--- config.mk ---
export PLATFORM = sky130hd
export DESIGN_NAME = mem_access_stage
export DESIGN_NICKNAME = d
export VERILOG_FILES = /design/src/rtl/mem_access_stage.sv
export SDC_FILE = /design/constraint.sdc
export NUM_CORES = 1
export LEC_CHECK = 0
export BUFFER_PORTS_ARGS = -buffer_cell sky130_fd_sc_hd__buf_2
export CAP_MARGIN = 0
export CORE_AREA = 2 2 106 108
export CTS_CLUSTER_DIAMETER = 120
export DETAILED_ROUTE_END_ITERATION = 6
export DIE_AREA = 0 0 108 110
export SLEW_MARGIN = 20
export SYNTH_ARGS = -nofsm -noshare
export SYNTH_HDL_FRONTEND = slang
export SYNTH_SLANG_ARGS = --single-unit
--- constraint.sdc ---
create_clock -name CLK -period 3.4 [get_ports CLK]
set_input_delay 0.34 -clock CLK [delete_from_list [all_inputs] [get_ports CLK]]
set_output_delay 0.34 -clock CLK [all_outputs]
set_load 0.005 [all_outputs]
--- src/rtl/mem_access_stage.sv ---
// Memory-stage access controller: issues cache requests, stalls upstream until dhit, steers MEM/WB latch.
// Optional load-linked/store-conditional reservation enabled by defining LLSC_EN.
module mem_access_stage #(
   parameter int WORD_W = 32,
   parameter int CNT_W  = 32
) (
   input  logic              CLK,
   input  logic              RST,
   input  logic              valid_mem,
   input  logic              MemRead_mem,
   input  logic              MemWrite_mem,
   input  logic              ll_mem,
   input  logic              sc_mem,
   input  logic              halt_mem,
   input  logic [WORD_W-1:0] addr_mem,
   input  logic [WORD_W-1:0] storedata_mem,
   input  logic              dhit,
   input  logic [WORD_W-1:0] dmemload,
   input  logic              snoop_inv,
   input  logic [WORD_W-1:0] snoop_addr,
   output logic              dmemREN,
   output logic              dmemWEN,
   output logic [WORD_W-1:0] dmemaddr,
   output logic [WORD_W-1:0] dmemstore,
   output logic [WORD_W-1:0] dmemload_mem,
   output logic              sc_ok_mem,
   output logic              stall_mem,
   output logic              en_mw,
   output logic              flush_mw,
   output logic              halted,
   output logic [CNT_W-1:0]  stall_cnt
);

   localparam logic [1:0] ST_IDLE = 2'd0;
   localparam logic [1:0] ST_WAIT = 2'd1;
   localparam logic [1:0] ST_HALT = 2'd2;

   logic [1:0]       state_q, state_d;
   logic [CNT_W-1:0] cnt_q, cnt_d;
   logic             halted_s, op_s, req_s, halt_req_s, sc_fail_s, done_s;
   logic             ren_s, wen_s, stall_s, en_s, flush_s;

   assign halted_s   = (state_q == ST_HALT);
   // Gating with RST keeps requests low for the whole reset pulse, not just after it.
   assign op_s       = ~RST & valid_mem & (MemRead_mem | MemWrite_mem) & ~halted_s;
   assign halt_req_s = ~RST & valid_mem & halt_mem & (state_q == ST_IDLE);
   assign req_s      = op_s & ~sc_fail_s;
   assign done_s     = (ren_s | wen_s) & dhit;

`ifdef LLSC_EN
   logic              link_valid_q, link_valid_d;
   logic [WORD_W-1:0] link_addr_q, link_addr_d;
   logic              link_match_s;

   assign link_match_s = link_valid_q & (addr_mem == link_addr_q);
   assign sc_fail_s    = op_s & MemWrite_mem & sc_mem & ~link_match_s;
   assign sc_ok_mem    = wen_s & sc_mem & dhit;

   // Reservation update; later assignments take precedence so an LL completion beats a same-cycle snoop.
   always_comb begin
      link_valid_d = link_valid_q;
      link_addr_d  = link_addr_q;
      if (snoop_inv && (snoop_addr == link_addr_q)) begin
         link_valid_d = 1'b0;
      end else begin
         link_valid_d = link_valid_q;
      end
      if (sc_fail_s || (done_s && wen_s && (sc_mem || (addr_mem == link_addr_q)))) begin
         link_valid_d = 1'b0;
      end else begin
         link_valid_d = link_valid_d;
      end
      if (done_s && ren_s && ll_mem) begin
         link_valid_d = 1'b1;
         link_addr_d  = addr_mem;
      end else begin
         link_addr_d  = link_addr_q;
      end
   end

   // Reservation registers.
   always_ff @(posedge CLK or posedge RST) begin
      if (RST) begin
         link_valid_q <= 1'b0;
         link_addr_q  <= '0;
      end else begin
         link_valid_q <= link_valid_d;
         link_addr_q  <= link_addr_d;
      end
   end
`else
   logic unused_s;

   assign sc_fail_s = 1'b0;
   assign sc_ok_mem = ~RST & sc_mem & valid_mem;
   assign unused_s  = &{1'b0, ll_mem, snoop_inv, snoop_addr};
`endif

   // Access FSM: request, stall and MEM/WB latch control.
   always_comb begin
      state_d = state_q;
      ren_s   = 1'b0;
      wen_s   = 1'b0;
      stall_s = 1'b0;
      en_s    = 1'b0;
      flush_s = 1'b0;
      case (state_q)
         ST_IDLE: begin
            if (halt_req_s) begin
               en_s    = 1'b1;
               state_d = ST_HALT;
            end else if (req_s) begin
               ren_s = MemRead_mem;
               wen_s = MemWrite_mem;
               if (dhit) begin
                  en_s = 1'b1;
               end else begin
                  stall_s = 1'b1;
                  flush_s = 1'b1;
                  state_d = ST_WAIT;
               end
            end else begin
               en_s = 1'b1;
            end
         end
         ST_WAIT: begin
            if (op_s) begin
               ren_s = MemRead_mem;
               wen_s = MemWrite_mem;
               if (dhit) begin
                  en_s    = 1'b1;
                  state_d = ST_IDLE;
               end else begin
                  stall_s = 1'b1;
                  flush_s = 1'b1;
               end
            end else begin
               en_s    = 1'b1;
               state_d = ST_IDLE;
            end
         end
         ST_HALT: begin
            stall_s = 1'b1;
         end
         default: begin
            state_d = ST_IDLE;
         end
      endcase
   end

   // Saturating stall counter; halted cycles are not memory stalls.
   always_comb begin
      if (stall_s && !halted_s && (cnt_q != {CNT_W{1'b1}})) begin
         cnt_d = cnt_q + {{(CNT_W-1){1'b0}}, 1'b1};
      end else begin
         cnt_d = cnt_q;
      end
   end

   // State and counter registers.
   always_ff @(posedge CLK or posedge RST) begin
      if (RST) begin
         state_q <= ST_IDLE;
         cnt_q   <= '0;
      end else begin
         state_q <= state_d;
         cnt_q   <= cnt_d;
      end
   end

   assign dmemREN      = ren_s;
   assign dmemWEN      = wen_s;
   assign dmemaddr     = addr_mem;
   assign dmemstore    = storedata_mem;
   assign dmemload_mem = (dhit && ren_s) ? dmemload : '0;
   assign stall_mem    = stall_s;
   assign en_mw        = en_s;
   assign flush_mw     = flush_s;
   assign halted       = halted_s;
   assign stall_cnt    = cnt_q;

endmodule

* After elaboration in Yosys (flattened, before gate mapping)
Cells that the tools add are included.
Storage, ports and cells: bits in registers 34, bits in latches 0, bits in writable memories 0, ROM bits 0, input bits 138, output and inout bits 135, logic and storage cells 47, memories 0
Operators by class: add/subtract/negate cells 1, multipliers 0, div/mod/pow operators 0, magnitude comparators 0, eq/ne operators 6, shift operators 0, muxes and demuxes 22, bitwise logic cells 10, reduce and logical (&&, ||, !) cells 6
Operators by type and width (number):
- adder 32 x 1 -> 32 bit, second input constant | 1
- two-way mux 32 bit | 1
- inequality test 32 bit, second input constant | 1
- two-way mux 1 bit | 10
- two-way mux 2 bit | 5
- inequality test 3 bit, second input constant | 3
- case mux 1 bit (2 select lines) | 4
- AND 1 bit | 7
- case mux 2 bit (3 select lines) | 1
- AND reduction 4 bit | 1
- logical AND 1 bit | 3
- case mux 1 bit (3 select lines) | 1
- == test 2 x 1 -> 1 bit, second input constant | 1
- == test 2 bit, second input constant | 1
- logical NOT 2 bit | 1
- inverter 1 bit | 2
- logical NOT 1 bit | 1
- bitwise OR 1 bit | 1

* Logic depth before layout (Yosys ltp)
Gate-level depths: netlist of the first run.
word-level depth 9, gate-level depth with buffers 7, gate-level depth less buffers 6

* Worst setup path before layout of the first run
OpenSTA, ideal clock, no wires.
path type register to register, from reg cnt_q[0], in the netlist stall_cnt[0], to reg cnt_q[27], in the netlist stall_cnt[27], setup time 138 ps, data arrival time 1640 ps, data required time 3262 ps, setup slack 1622 ps, cell stages (with the launch flop) 7, path buffers 0, clock period less this slack 1778 ps, cells stage by stage dfrtp_1 ha_1 nand3_1 nor3_1 and2_1 nor4_1 xor2_1
Between the ends: word-level cells in the longest chain between the ends 2, elaborated cells on any way between the ends 3, those cells by class add/sub: 1; eq/ne: 1; reduce/logical: 1
Ends and longest elaborated chain:
- from (decl) | line 39 | logic [CNT_W-1:0] cnt_q, cnt_d;
- from (signal assigned) | line 167 | cnt_q <= cnt_d;
- branches (longest 2 deep; another with adder 32 x 1 -> 32 bit)
Parallel ways; which one is timed is not known. A chain may end at the register's enable or synchronous reset.

* Worst setup path in the final report of the first run
from reg state_q[1], to out dmemload_mem[31]
Between the ends: word-level cells in the longest chain between the ends 8, elaborated cells on any way between the ends 11, those cells by class eq/ne: 2; mux: 4; bitwise: 3; reduce/logical: 2
Ends and longest elaborated chain:
- from (decl) | line 38 | logic [1:0] state_q, state_d;
- from (signal assigned) | line 166 | state_q <= state_d;
- == test 2 bit | line 43 | assign halted_s = (state_q == ST_HALT);
- inverter 1 bit (no source line)
- AND 1 bit | line 45 | assign op_s = ~RST & valid_mem & (MemRead_mem | MemWrite_mem) & ~halted_s;
- two-way mux 1 bit | line 112, 127
- two-way mux 1 bit | line 109 | if (halt_req_s) begin
- case mux 1 bit (2 select lines) * | line 107 | case (state_q)
- logical AND 1 bit * | line 175 | assign dmemload_mem = (dhit && ren_s) ? dmemload : '0;
- two-way mux 32 bit * | line 175
- to (decl) | line 25 | output logic [WORD_W-1:0] dmemload_mem,
Mark *: on every way between the ends. The rest lies on a longest branch, timed or not.

==> results.json, run 1 <==
{
  "cp.required_ns": 3.06,
  "ios": 273,
  "drc": 0,
  "core-area_mm2": 0.0107,
  "grt_pass1_wl_mm": 10.5,
  "clk_pin_slew_ns": 0.07,
  "wl_per_cell_um": 15.7,
  "die_h_um": 110,
  "cts_resized": 0,
  "cp.arrival_ns": 2.16,
  "cts_tree": "done",
  "synth_mux_area_share_pct": 0.905,
  "antenna_left": 0,
  "multi_input_area_mm2": 0.00110,
  "synth-xor-area-share_pct": 10.2,
  "ir_drop_mv": 0.244,
  "syn_area_per_cell_um2": 9.25,
  "ys_async_sr_fraction_pct": 100,
  "crit_path_top_delay_cell": "and3_1",
  "rows": 38,
  "ctsHoldBuffers": 0,
  "drive_gt1_share_pct": 42.7,
  "synth_most_common_cell": "buf_4",
  "yosysUniqueCellTypes": 34,
  "p_leak_nw": 1.66,
  "crit_path_frequent_cell": "and3_1",
  "clk_latency_ns": 0.29,
  "synth_fa_ha_area_share_pct": 0.503,
  "relSlewSlack_pct": 44.9,
  "drv_slew": 0,
  "synthFlopType": "dfrtp_1",
  "synth_edf_count": 0,
  "syn_to_final_growth_pct": 12.4,
  "finalWirelength_mm": 7.16,
  "cts_setup_buffers": 0,
  "outcome": "finished clean",
  "regArea_um2": 851,
  "synth_area_leaders": "dfrtp_1, buf_4, and3_1",
  "antenna_found_initial": 0,
  "initial_core_util_pct": 23.3,
  "crit_path_end_kind": "primary output",
  "synth_compound_gate_area_share_pct": 0.804,
  "final_cells": 456,
  "start_kind": "flip-flop",
  "clock_skew_ns": 0.00731,
  "clock-root-buffer": "clkbuf_8",
  "dp.final_hpwl_mm": 5.55,
  "nets": 455,
  "powerDensity_mw_per_mm2": 276,
  "grt_pass1_vias": 1907,
  "yosysWarnings": 0,
  "gp_congestion": 0.766,
  "vias": 2084,
  "fin_crit_sh_pct": 73.5,
  "fill_cells": 1163,
  "cts-buffers-inserted": 5,
  "cts-htree-levels": 2,
  "hold_ws_ns": 0.186,
  "synth_simple_gate_area_share_pct": 31.8,
  "synth_top_family_by_area": "simple AND/OR/NAND/NOR gates",
  "setup_viol": 0,
  "worstPathCellList": "a21oi_1 -> buf_4 -> and3_1 -> and3_1 -> buf_2",
  "synth_top_cell_area_share_pct": 34.2,
  "syn_inst": 269,
  "setup_tns_ns": 0,
  "crit_fanout": 33,
  "worstMarginPinSlew_ns": 0.827,
  "max_freq_mhz": 400,
  "clockBufferDepth": 2,
  "cts_num_sinks": 34,
  "drt_iter0_markers": 119,
  "drv_cap": 0,
  "ys_ff_latch": 34,
  "grt_max_degree": 35,
  "vias_per_cell": 4.57,
  "n_antenna_cell": 0,
  "finalHoldViolations": 0,
  "grt_overflow": 0,
  "hp-class": "input pin to asynchronous set/reset pin",
  "crit_path_max_incr_delay_ns": 0.71,
  "place_inst": 449,
  "rsz0062_at_grt": "no",
  "io_buffers": 110,
  "die_w_um": 108,
  "yosysTopAreaCell": "dfrtp_1",
  "grtUsageTotal_pct": 11.5,
  "crit_type": "flip-flop to primary output",
  "ys_seq_area_share_pct": 34.2,
  "min_period_ns": 2.50,
  "drt_pass1_iterations": 4,
  "dieArea_mm2": 0.0119,
  "syn_nets": 408,
  "syn_area_mm2": 0.00249,
  "synthTopCellsByCount": "buf_4, and3_1, dfrtp_1, xnor2_1, nand3_1"
}
-- routing by layer --
metal	GRT usage, %	share of wire (%)	vias up
met5	0	0	-
li1	-	-	962
met2	20.7	51	110
met1	12.0	36	997
met4	3.39	2.1	0
met3	5.17	11	15
-- placed cells by master, fill, tap and decap left out --
master / count
buf_2: 110
and3_1: 42
dfrtp_1: 34
xnor2_1: 21
nand3_1: 16
nand4_1: 13
nor2_1: 8
xor2_1: 8
nand2_1: 6
inv_1: 5
nand4_2: 5
nor3_1: 5
clkbuf_8: 5
and2_1: 4
nor4_1: 4
and4_1: 3
buf_4: 3
a21oi_1: 2
and4_2: 2
and3_2: 2
nor2b_1: 2
o21ai_0: 2
clkinv_2: 2
nor2b_4: 1
nor3b_4: 1
and3_4: 1
nand4b_1: 1
or2_2: 1
nor4_4: 1
and4b_1: 1
nand2b_1: 1
mux2_2: 1
nor3b_1: 1
mux2_1: 1
ha_1: 1
-- cell type report --
cell class              instances  area share [%]
repair buffers                113            20.5
clock buffers                   5            2.46
flip-flops and latches         34            30.4
multi-input cells             157            39.4
inverters                       5           0.671
clock inverters                 2           0.358
well taps                     140            6.26
-- flip-flops by register name, summed over array words and instances, names as in the netlist --
register	count
stall_cnt	32
state_q	2
-- cells by family (layout without fill, tap and decap cells) --
| family | count (synthesis) | count (layout) |
|---|---|---|
| compound gates | 4 | 4 |
| fa+ha+maj | 1 | 1 |
| mux | 2 | 2 |
| simple gates | 121 | 121 |
| xor+xnor | 29 | 29 |
| buf+inv | 78 | 125 |
| flops | 34 | 34 |
-- where the power goes --
part           internal (mW)  total [mW]  switching, mW  leakage [nW]
clock network          0.137       0.286          0.148        0.0438
registers              0.412       0.422         0.0102         0.463
logic                 0.0330      0.0652         0.0321          1.15
total                  0.583       0.773          0.191          1.66
-- worst max-delay path, delay by kind of cell, from the launching register on --
| kind | cells | cell delay [ns] |
|---|---|---|
| simple gates | 2 | 1.03 |
| flops | 1 | 0.40 |
| buf+inv | 2 | 0.31 |
| compound gates | 1 | 0.12 |
-- path summary, 6_finish.rpt --
| kind | cells after the start | slack (ns) | start | end |
|---|---|---|---|---|
| max in group asynchronous | 3 | 2.88 | RST | stall_cnt[18]$_DFFE_PP0P_ |
| min in group CLK | 3 | 0.37 | halt_mem | state_q[1]$_DFFE_PP0P_ |
| worst min register to register | 1 | 0.47 | state_q[0]$_DFFE_PP0P_ | state_q[1]$_DFFE_PP0P_ |
| worst min-delay path | 3 | 0.19 | RST | stall_cnt[31]$_DFFE_PP0P_ |
| worst max register to register | 6 | 1.11 | stall_cnt[0]$_DFFE_PP0P_ | stall_cnt[1]$_DFFE_PP0P_ |
| worst max-delay path | 5 | 0.90 | state_q[1]$_DFFE_PP0P_ | dmemload_mem[31] |
-- metrics by stage --
stage,power (mW),worst slack (ns),utilization [%],area (um2)
after global placement,0.495,1.12,25.4,2720
after CTS,0.786,0.916,26.2,2800
final,0.773,0.900,26.2,2800
after floorplan,0.514,1.62,-,2490
after global routing,0.815,0.732,26.2,2800
after detailed placement,0.498,1.09,25.4,2720
Note: power is estimated with default switching activity, not from simulation.
==> inputs of run 2 (changes only) <==
- ABC_AREA: not set -> 1
- CORE_AREA: 2 2 106 108 -> not set
- CORE_UTILIZATION: not set -> 25
- DIE_AREA: 0 0 108 110 -> not set
- clock period: 3.4 -> 2.5 ns (I/O delays scaled with it)
==> run 2 against run 1 <==
Net effect: via count grew 45%; non-clock buffer count grew 2; final cell count grew 54%; utilization grew 3.5 points; sequential share of layout area shrank 5.8 points; worst hold slack lost 0.099 ns; largest cell class unchanged.
==> results.json, run 2 <==
{
  "syn_area_mm2": 0.00305,
  "wl_per_cell_um": 13.6,
  "antenna_found_initial": 2,
  "place_area_mm2": 0.00328,
  "crit_fanout": 32,
  "synth_edf_count": 0,
  "synth_top_cell_area_share_pct": 27.9,
  "start_kind": "flip-flop",
  "r2r-start": "stall_cnt[1]$_DFFE_PP0P_",
  "syn_nets": 646,
  "cts-htree-levels": 2,
  "drt_pass1_iterations": 4,
  "crit_path_end_kind": "primary output",
  "die_w_um": 113,
  "crit_path_top_delay_cell": "dfrtp_1",
  "ys_seq_area_share_pct": 27.9,
  "core-area_mm2": 0.0117,
  "setup_viol": 0,
  "antenna_left": 0,
  "drv_cap": 0,
  "clk_latency_ns": 0.28,
  "final_cell_mix": "nand2_1, buf_2, nor2_1",
  "finalHoldViolations": 0,
  "outcome": "finished clean",
  "relSlewSlack_pct": 65.1,
  "drt_iter0_markers": 126,
  "rsz0062_at_grt": "no",
  "cp.required_ns": 2.25,
  "cts_setup_buffers": 0,
  "fill_cells": 1310,
  "clk_pin_slew_ns": 0.05,
  "yosysTopAreaCell": "dfrtp_1",
  "setup_tns_ns": 0,
  "crit_path_max_incr_delay_ns": 0.37,
  "drc": 0,
  "hp-class": "input pin to asynchronous set/reset pin",
  "cts_resized": 0,
  "yosysUniqueCellTypes": 23,
  "final_cells": 702,
  "ys_ff_latch": 34,
  "max_freq_mhz": 454,
  "grt_pass1_vias": 2837,
  "syn_inst": 507,
  "die_h_um": 113,
  "p_leak_nw": 2.01,
  "final_util_pct": 29.6,
  "grtUsageTotal_pct": 15.2,
  "cp.buffers_inverters": 5,
  "clock_skew_ns": 0.00531,
  "yosysWarnings": 0,
  "power.share.clock_pct": 53.2,
  "syn_area_per_cell_um2": 6.02,
  "worstMarginPinSlew_ns": 0.522,
  "cts_num_sinks": 34,
  "synthTopCellsByCount": "nand2_1, nor2_1, buf_4, inv_1, dfrtp_1",
  "synthFlopType": "dfrtp_1",
  "grt_pass1_wl_mm": 14.7,
  "internal_power_mw": 1.04,
  "drive_gt1_share_pct": 23.7,
  "fin_crit_sh_pct": 88.2,
  "clock-root-buffer": "clkbuf_16",
  "crit_type": "flip-flop to primary output",
  "ios": 273,
  "vias": 3019,
  "hold_ws_ns": 0.0869,
  "finalWirelength_mm": 9.56,
  "cp.arrival_ns": 1.95,
  "largest_reg_flops": 32,
  "grt_overflow": 0,
  "gp_congestion": 0.848,
  "ir_drop_mv": 0.218,
  "crit_start": "state_q[0]$_DFFE_PP0P_",
  "netSwitchingFraction_pct": 20.8,
  "cp_top_family": "buffers and inverters",
  "min_period_ns": 2.20,
  "layout_commonest_cell": "nand2_1",
  "dieArea_mm2": 0.0127,
  "synth_area_leaders": "dfrtp_1, nand2_1, buf_4",
  "rows": 39,
  "ys_async_sr_fraction_pct": 100,
  "powerDensity_mw_per_mm2": 382,
  "worstPathCellList": "inv_1 -> nand2_1 -> o21bai_1 -> inv_1 -> nand3_1 -> inv_1 -> nand2_1 -> buf_4 -> nor2_1 -> buf_2",
  "syn_to_final_growth_pct": 13.1,
  "share_comb_of_total_power_pct": 5.1,
  "cts-buffers-inserted": 5,
  "grt_max_degree": 35,
  "synth_most_common_cell": "nand2_1",
  "io_buffers": 110,
  "p_switching_uw": 275,
  "clockBufferDepth": 2,
  "initial_core_util_pct": 26.2,
  "dp.final_hpwl_mm": 7.61,
  "pwr-share-seq_pct": 41.7,
  "ctsHoldBuffers": 0,
  "drv_slew": 0,
  "cts_tree": "done",
  "stdcell_area_mm2": 0.00345,
  "place_inst": 692,
  "nets": 695,
  "crit_path_frequent_cell": "inv_1",
  "vias_per_cell": 4.30
}
[run 2: area by class of cell]
cell class / count / area [um2] / area share [%]
sequential: 34 / 851 / 24.6
timing repair buffer: 115 / 588 / 17.0
multi-input combinational: 338 / 1430 / 41.5
antenna: 2 / 5.00 / 0.145
inverter: 62 / 233 / 6.74
clock buffer: 5 / 125 / 3.62
clock inverter: 3 / 40.0 / 1.16
tap: 143 / 179 / 5.18
[run 2: worst register-to-register path, stage by stage, from the launching register on]
cell	delay [ns]
dfrtp_1	0.42
ha_1	0.25
nand2_2	0.09
nor2_4	0.14
nand2_2	0.15
nor2_4	0.18
nand2_2	0.08
nand2_4	0.22
inv_2	0.28
nand2_1	0.16
nand2_1	0.06
[run 2: power by group through the flow]
| stage | clock network [mW] | registers, mW | logic [mW] |
|---|---|---|---|
| floorplan | 0 | 0.560 | 0.105 |
| global placement | 0 | 0.560 | 0.0686 |
| detailed placement | 0 | 0.560 | 0.0690 |
| CTS | 0.720 | 0.550 | 0.0694 |
| global route | 0.743 | 0.550 | 0.0755 |
| finish | 0.702 | 0.551 | 0.0675 |
[run 2: path summary, 6_finish.rpt]
kind,to,slack (ns),cells past startpoint
setup / recovery,dmemload_mem[21],0.30,10
hold / removal,state_q[1]$_DFFE_PP0P_,0.09,3
setup reg to reg,stall_cnt[27]$_DFFE_PP0P_,0.35,10
hold reg to reg,stall_cnt[31]$_DFFE_PP0P_,0.56,2
max in group asynchronous,stall_cnt[26]$_DFFE_PP0P_,2.08,3
min in group CLK,state_q[1]$_DFFE_PP0P_,0.28,3
[run 2: cell families (layout without fill, tap and decap cells)]
family | after synthesis | in the layout | synth area share (%)
buf+inv | 135 | 185 | 25.2
simple gates | 316 | 316 | 41.1
fa+ha+maj | 1 | 1 | 0.410
flops | 34 | 34 | 27.9
other cells | 0 | 2 | 0
xor+xnor | 15 | 15 | 4.30
compound gates | 6 | 6 | 1.11
[run 2: layer usage]
metal	vias to the layer above	routed length [um]	part of all wire (%)	track usage (%)
li1	1535	-	-	-
met3	25	648	6.8	4.43
met5	-	0	0	0
met1	1324	3670	38	15.7
met4	0	287	3.0	6.93
met2	135	4950	52	28.4
[run 2: through the flow]
stage | worst slack, ns | power, mW
floorplan | 0.486 | 0.665
global placement | 0.353 | 0.629
detailed placement | 0.335 | 0.629
CTS | 0.236 | 1.34
global route | 0.125 | 1.37
finish | 0.296 | 1.32
